$ cat config.mk
export PLATFORM = sky130hd
export DESIGN_NAME = ram_arbiter
export DESIGN_NICKNAME = d
export VERILOG_FILES = /design/src/rtl/ram_arbiter.sv
export SDC_FILE = /design/constraint.sdc
export NUM_CORES = 1
export LEC_CHECK = 0
export ABC_AREA = 1
export BUFFER_PORTS_ARGS = -buffer_cell sky130_fd_sc_hd__buf_2
export CORE_MARGIN = 2
export CORE_UTILIZATION = 32
export CTS_BUF_LIST = sky130_fd_sc_hd__clkbuf_4
export CTS_CLUSTER_SIZE = 24
export DETAILED_ROUTE_END_ITERATION = 8
export GPL_TIMING_DRIVEN = 0
export HOLD_SLACK_MARGIN = 0.03
export PLACE_DENSITY_LB_ADDON = 0.05
export SETUP_SLACK_MARGIN = 0.05
export SLEW_MARGIN = 25
export SYNTH_ARGS = -nofsm -noshare
export SYNTH_HDL_FRONTEND = slang
export SYNTH_HIERARCHICAL = 1
export SYNTH_SLANG_ARGS = --single-unit
$ cat constraint.sdc
create_clock -name clk -period 1 [get_ports clk]
set_input_delay 0.1 -clock clk [delete_from_list [all_inputs] [get_ports clk]]
set_output_delay 0.1 -clock clk [all_outputs]
set_load 0.005 [all_outputs]
$ cat src/rtl/ram_arbiter.sv
// Two-requester arbiter in front of a shared single-port RAM: round-robin when idle,
// exclusive ownership while a requester holds its lock, one-cycle read responses.

module ram_arbiter_rsp #(
  parameter int DATA_WIDTH = 8
) (
  input  logic                  clk,
  input  logic                  rst_n,
  input  logic                  fire,
  input  logic [DATA_WIDTH-1:0] ram_data_out,
  output logic                  rsp_valid,
  output logic [DATA_WIDTH-1:0] rsp_rdata
);
  logic                  pend;
  logic [DATA_WIDTH-1:0] hold;

  always_ff @(posedge clk) begin
    if (!rst_n) begin
      pend <= 1'b0;
      hold <= '0;
    end else begin
      pend <= fire;
      if (pend) hold <= ram_data_out;
    end
  end

  // RAM data arrives in the pulse cycle; pass it through, then keep it in hold.
  // Gating with rst_n kills a response whose read was accepted just before reset.
  assign rsp_valid = pend & rst_n;
  assign rsp_rdata = rsp_valid ? ram_data_out : hold;
endmodule

module ram_arbiter #(
  parameter int ADDR_WIDTH = 4,
  parameter int DATA_WIDTH = 8
) (
  input  logic                  clk,
  input  logic                  rst_n,
  input  logic                  req_valid_0,
  output logic                  req_ready_0,
  input  logic                  req_we_0,
  input  logic                  req_lock_0,
  input  logic [ADDR_WIDTH-1:0] req_addr_0,
  input  logic [DATA_WIDTH-1:0] req_wdata_0,
  output logic                  rsp_valid_0,
  output logic [DATA_WIDTH-1:0] rsp_rdata_0,
  input  logic                  req_valid_1,
  output logic                  req_ready_1,
  input  logic                  req_we_1,
  input  logic                  req_lock_1,
  input  logic [ADDR_WIDTH-1:0] req_addr_1,
  input  logic [DATA_WIDTH-1:0] req_wdata_1,
  output logic                  rsp_valid_1,
  output logic [DATA_WIDTH-1:0] rsp_rdata_1,
  output logic                  ram_we,
  output logic [ADDR_WIDTH-1:0] ram_addr,
  output logic [DATA_WIDTH-1:0] ram_data_in,
  input  logic [DATA_WIDTH-1:0] ram_data_out
);
  localparam int NUM_REQ = 2;

  typedef enum logic [1:0] {IDLE, OWN0, OWN1} state_t;

  state_t                                 state;
  logic                                   last;
  logic [NUM_REQ-1:0]                     valid, we, lock, acc, fire, rvld;
  logic [NUM_REQ-1:0][ADDR_WIDTH-1:0]     addr;
  logic [NUM_REQ-1:0][DATA_WIDTH-1:0]     wdata, rdata;
  logic                                   sel;

  assign valid = {req_valid_1, req_valid_0};
  assign we    = {req_we_1,    req_we_0};
  assign lock  = {req_lock_1,  req_lock_0};
  assign addr  = {req_addr_1,  req_addr_0};
  assign wdata = {req_wdata_1, req_wdata_0};

  // Grant only goes to a valid requester, so a grant is also an accept.
  always_comb begin
    acc = '0;
    case (state)
      IDLE:    acc = (valid == 2'b11) ? (last ? 2'b01 : 2'b10) : valid;
      OWN0:    acc[0] = valid[0];
      OWN1:    acc[1] = valid[1];
      default: acc = '0;
    endcase
    if (!rst_n) acc = '0;
  end

  assign sel         = acc[1];
  assign req_ready_0 = acc[0];
  assign req_ready_1 = acc[1];
  assign fire        = acc & ~we;

  always_comb begin
    ram_we      = 1'b0;
    ram_addr    = '0;
    ram_data_in = '0;
    if (|acc) begin
      ram_we      = we[sel];
      ram_addr    = addr[sel];
      ram_data_in = wdata[sel];
    end
  end

  // last = most recently granted requester; reset value 1 favours requester 0.
  always_ff @(posedge clk) begin
    if (!rst_n) begin
      state <= IDLE;
      last  <= 1'b1;
    end else if (|acc) begin
      if (lock[sel]) begin
        state <= sel ? OWN1 : OWN0;
      end else begin
        state <= IDLE;
        last  <= sel;
      end
    end
  end

  for (genvar i = 0; i < NUM_REQ; i++) begin : g_rsp
    ram_arbiter_rsp #(.DATA_WIDTH(DATA_WIDTH)) u_rsp (
      .clk          (clk),
      .rst_n        (rst_n),
      .fire         (fire[i]),
      .ram_data_out (ram_data_out),
      .rsp_valid    (rvld[i]),
      .rsp_rdata    (rdata[i])
    );
  end

  assign rsp_valid_0 = rvld[0];
  assign rsp_valid_1 = rvld[1];
  assign rsp_rdata_0 = rdata[0];
  assign rsp_rdata_1 = rdata[1];
endmodule

==> impl_summary.txt <==
----------------------------------------------------
[Status]
  Result of the run ... finished, violations left
  Violations in the final reports ... setup timing

[GRT]
  Pin count of the biggest net entering global routing ... 13
  Tot GR Track Use ... 17.6%
  Antenna violations before repair ... 0
  Grt ovf ... 0
  Global-route wire length before repair ... 6020 µm
  Vias in the first global route ... 1398

[Floorplan]
  Core region area ... 3740 µm²
  Initial core utilization ... 34.0%
  Die extent in y ... 67.1 µm
  Site row count ... 22
  Die boundary width ... 67.1 µm
  Number of I/O pins ... 73
  Area enclosed by the die boundary ... 4500 µm²

[Pwr]
  Peak supply drop ... 0.000491 V
  Sum of internal, switching and leakage power ... 0.00196 W
  Leakage dissipation ... 1.32 nW
  Comb power frac ... 33.4%
  NetSw ... 0.000611 W
  Clock power frac ... 21.6%
  Switching Share ... 31.2%
  Power per unit of standard cell area ... 882 nW/µm²
  Internal power of the cells ... 0.00135 W
  Part of the total power dissipated in sequential elements ... 45.1%

[Synth]
  Cell types occupying the most area after synthesis ... sky130_fd_sc_hd__dfxtp_1 33%, sky130_fd_sc_hd__nand2_1 25%, sky130_fd_sc_hd__nand3_1 13%
  Number of distinct library cells after synthesis ... 18
  Syn_nets ... 243
  Post-synthesis area per instance ... 6.27 µm²
  Area share of the leading cell type in the synthesized netlist ... 33.0%
  Netlist Area Pre-Place ... 1270 µm²
  Proportion of synthesized chip area in sequential cells ... 33.0%
  Cell accounting for the most synthesized area ... sky130_fd_sc_hd__dfxtp_1
  Syn. warnings ... 6
  Cell count after synthesis ... 203
  Flop and latch count out of synthesis ... 21

[Place]
  Dpl ws ... -0.269 ns
  Number of buffers added on ports ... 72
  Final weighted congestion of routability-driven global placement ... 0.700
  Detailed placer's ending HPWL ... 2590 µm

[Final layout]
  Final net count ... 338
  Signed area change from the synthesized netlist to the final layout ... 74.2%
  Diodes inserted ... 0
  Fraction of final layout cells sized beyond drive strength 1 ... 57.6%
  Total of fill cells in the finished design ... 380

[Routing]
  Wire length reported by the detailed router ... 3890 µm
  Number of vias after detailed routing ... 1549
  DR DRC count ... 0
  Count of TritonRoute iterations in the first routing pass ... 4
  Number of vias per cell after detailed routing ... 4.49
  Detail-routed net length per standard cell ... 11.3 µm
  Number of DRC violations after detailed-routing iteration 0 ... 60
  Detail Route Antenna Nets ... 0

[Critical path]
  Worst endpoint data arrival time ... 1.49 ns
  Type of element capturing the critical path ... output pin
  Reg-to-reg setup timing slack ... -0.34 ns
  Largest driver fanout on the critical path ... 5
  Required time at the endpoint of the critical path ... 0.90 ns
  CP Launch Type ... register
  R2r endpoint ... last
  Critical path type ... reg2out
  Reg-to-Reg Start ... state[0]
  Worst reg2reg path depth ... 11

[STA]
  Post-route minimum period ... 1.59 ns
  Hold Violations, Final ... 0
  Max-slew violation count ... 0
  Remaining max-slew budget at the tightest pin ... 88.8%
  Crit path setup slack, layout ... -0.590 ns
  Setup repair after global routing missed its margin ... true
  Sum Neg Setup Slack ... -13.07 ns
  Actual slew at the worst max-slew pin ... 0.168 ns
  Tcrit/Tclk final ... 159%
  Highest Clock Rate ... 629 MHz
  Final Skew ... 0.00887 ns
  Number of endpoints failing setup at the final stage ... 38

[Worst hold path]
  Endpoint with the worst hold slack ... g_rsp[0].u_rsp/hold[7]
  Origin of the worst min-delay path ... ram_data_out[7]
  Path class of the lowest-slack min-delay path ... in2reg
  Cells on Worst Hold Path ... 3

[Clock network]
  Clock H-tree levels ... 1
  Maximum clock insertion buffer count ... 2
  Clock Sink Count ... 21
  Clk Latency, worst-skew pair ... 0.31 ns
  Clk pin slew, worst setup/hold paths ... 0.13 ns
  CTS tree ... done
  TritonCTS buffer count ... 3
  Clock Root Buffer ... sky130_fd_sc_hd__clkbuf_4

[Job]
  Number of maximum-capacitance constraint violations ... 0

----------------------------------------------------
==> per-layer routing <==
layer  track usage, %  wire (µm)
met4             3.83         19
met1             20.4       1640
met3             4.39        261
met5                0          0
met2             32.1       1970
==> placed cells by master (no fill, tap or decap), types with 8 or more instances in the layout <==
master                     n
sky130_fd_sc_hd__buf_2    68
sky130_fd_sc_hd__nand2_1  54
sky130_fd_sc_hd__nand2_2  31
sky130_fd_sc_hd__nand3_1  23
sky130_fd_sc_hd__inv_1    17
sky130_fd_sc_hd__dfxtp_1  17
sky130_fd_sc_hd__buf_6    13
sky130_fd_sc_hd__nand3_2  11
sky130_fd_sc_hd__o21ai_1   8
==> worst max-delay path: stages, from the launching register on <==
cell                       delay (ns)
sky130_fd_sc_hd__dfxtp_2         0.34
sky130_fd_sc_hd__inv_2           0.06
sky130_fd_sc_hd__buf_6           0.09
sky130_fd_sc_hd__nand3b_1        0.09
sky130_fd_sc_hd__nand2_2         0.12
sky130_fd_sc_hd__inv_4           0.05
sky130_fd_sc_hd__buf_6           0.13
sky130_fd_sc_hd__nand2_2         0.05
sky130_fd_sc_hd__nand2_1         0.04
sky130_fd_sc_hd__o21ai_1         0.07
sky130_fd_sc_hd__inv_1           0.05
sky130_fd_sc_hd__buf_2           0.12
==> worst max path at each step <==
stage	from	slack, ns	to
6_report	state[0]	-0.59	ram_addr[1]
5_1_grt	state[0]	-0.71	ram_data_in[4]
4_1_cts	state[0]	-0.59	ram_data_in[2]
3_5_place_dp	state[0]	-0.27	ram_data_in[7]
3_3_place_gp	state[0]	-0.26	ram_we
2_1_floorplan	state[0]	-0.07	ram_data_in[3]
==> cells in the mapped netlist (all sizes together) <==
master / n
clkbuf: 2
nand3: 34
clkinv: 1
nand3b: 1
a21oi: 1
buf: 8
nand2: 88
nor2: 5
o21ai: 15
dfxtp: 21
inv: 27
==> area by class of cell <==
cell class / count / area [µm²] / share of cell area (%)
sequential: 21 / 425 / 19.2
buffer: 10 / 141 / 6.37
inverter: 28 / 120 / 5.41
clock inverter: 1 / 5.00 / 0.226
timing repair buffer: 88 / 574 / 25.9
clock buffer: 3 / 22.5 / 1.02
tap: 48 / 60.1 / 2.71
multi-input combinational: 146 / 870 / 39.2
==> timing repair <==
action,4_1_cts,5_1_grt
hold endpoints to repair,4,0
buffers inserted,8,4
gates cloned,5,1
hold buffers,3,0
setup endpoints to repair,36,54
resized for setup,48,45
pin swaps,6,10
==> cells by family (layout without fill, tap and decap cells) <==
kind of cell / after synthesis / in the layout / share of synthesized area (%)
simple gates: 128 / 130 / 43.1
compound gates: 16 / 16 / 6.29
flops: 21 / 21 / 33.0
buf+inv: 38 / 130 / 17.6
==> power groups by stage <==
stage | combinational, W | clock, W | sequential [W]
after floorplan | 0.000248 | 0 | 0.000891
after global placement | 0.000442 | 0 | 0.000893
after detailed placement | 0.000443 | 0 | 0.000894
after CTS | 0.000582 | 0.000459 | 0.000880
after global routing | 0.000714 | 0.000483 | 0.000885
final | 0.000653 | 0.000422 | 0.000882
==> state kept, by name, indices dropped and copies added, names as in the netlist <==
register,cells
last,1
g_rsp.u_rsp/hold,16
g_rsp.u_rsp/pend,2
state,2
==> per-stage QoR <==
| step | hold WS [ns] | cell area (µm²) | cells | util [%] |
|---|---|---|---|---|
| 2_1_floorplan | 0.231 | 1270 | 203 | - |
| 3_3_place_gp | 0.344 | 1700 | 323 | 45.3 |
| 3_5_place_dp | 0.348 | 1700 | 323 | 45.3 |
| 4_1_cts | 0.0284 | 2060 | 343 | 55.1 |
| 5_1_grt | 0.0263 | 2220 | 345 | 59.3 |
| 6_report | 0.0564 | 2220 | 345 | 59.3 |
Note: power is estimated with default switching activity, not from simulation.
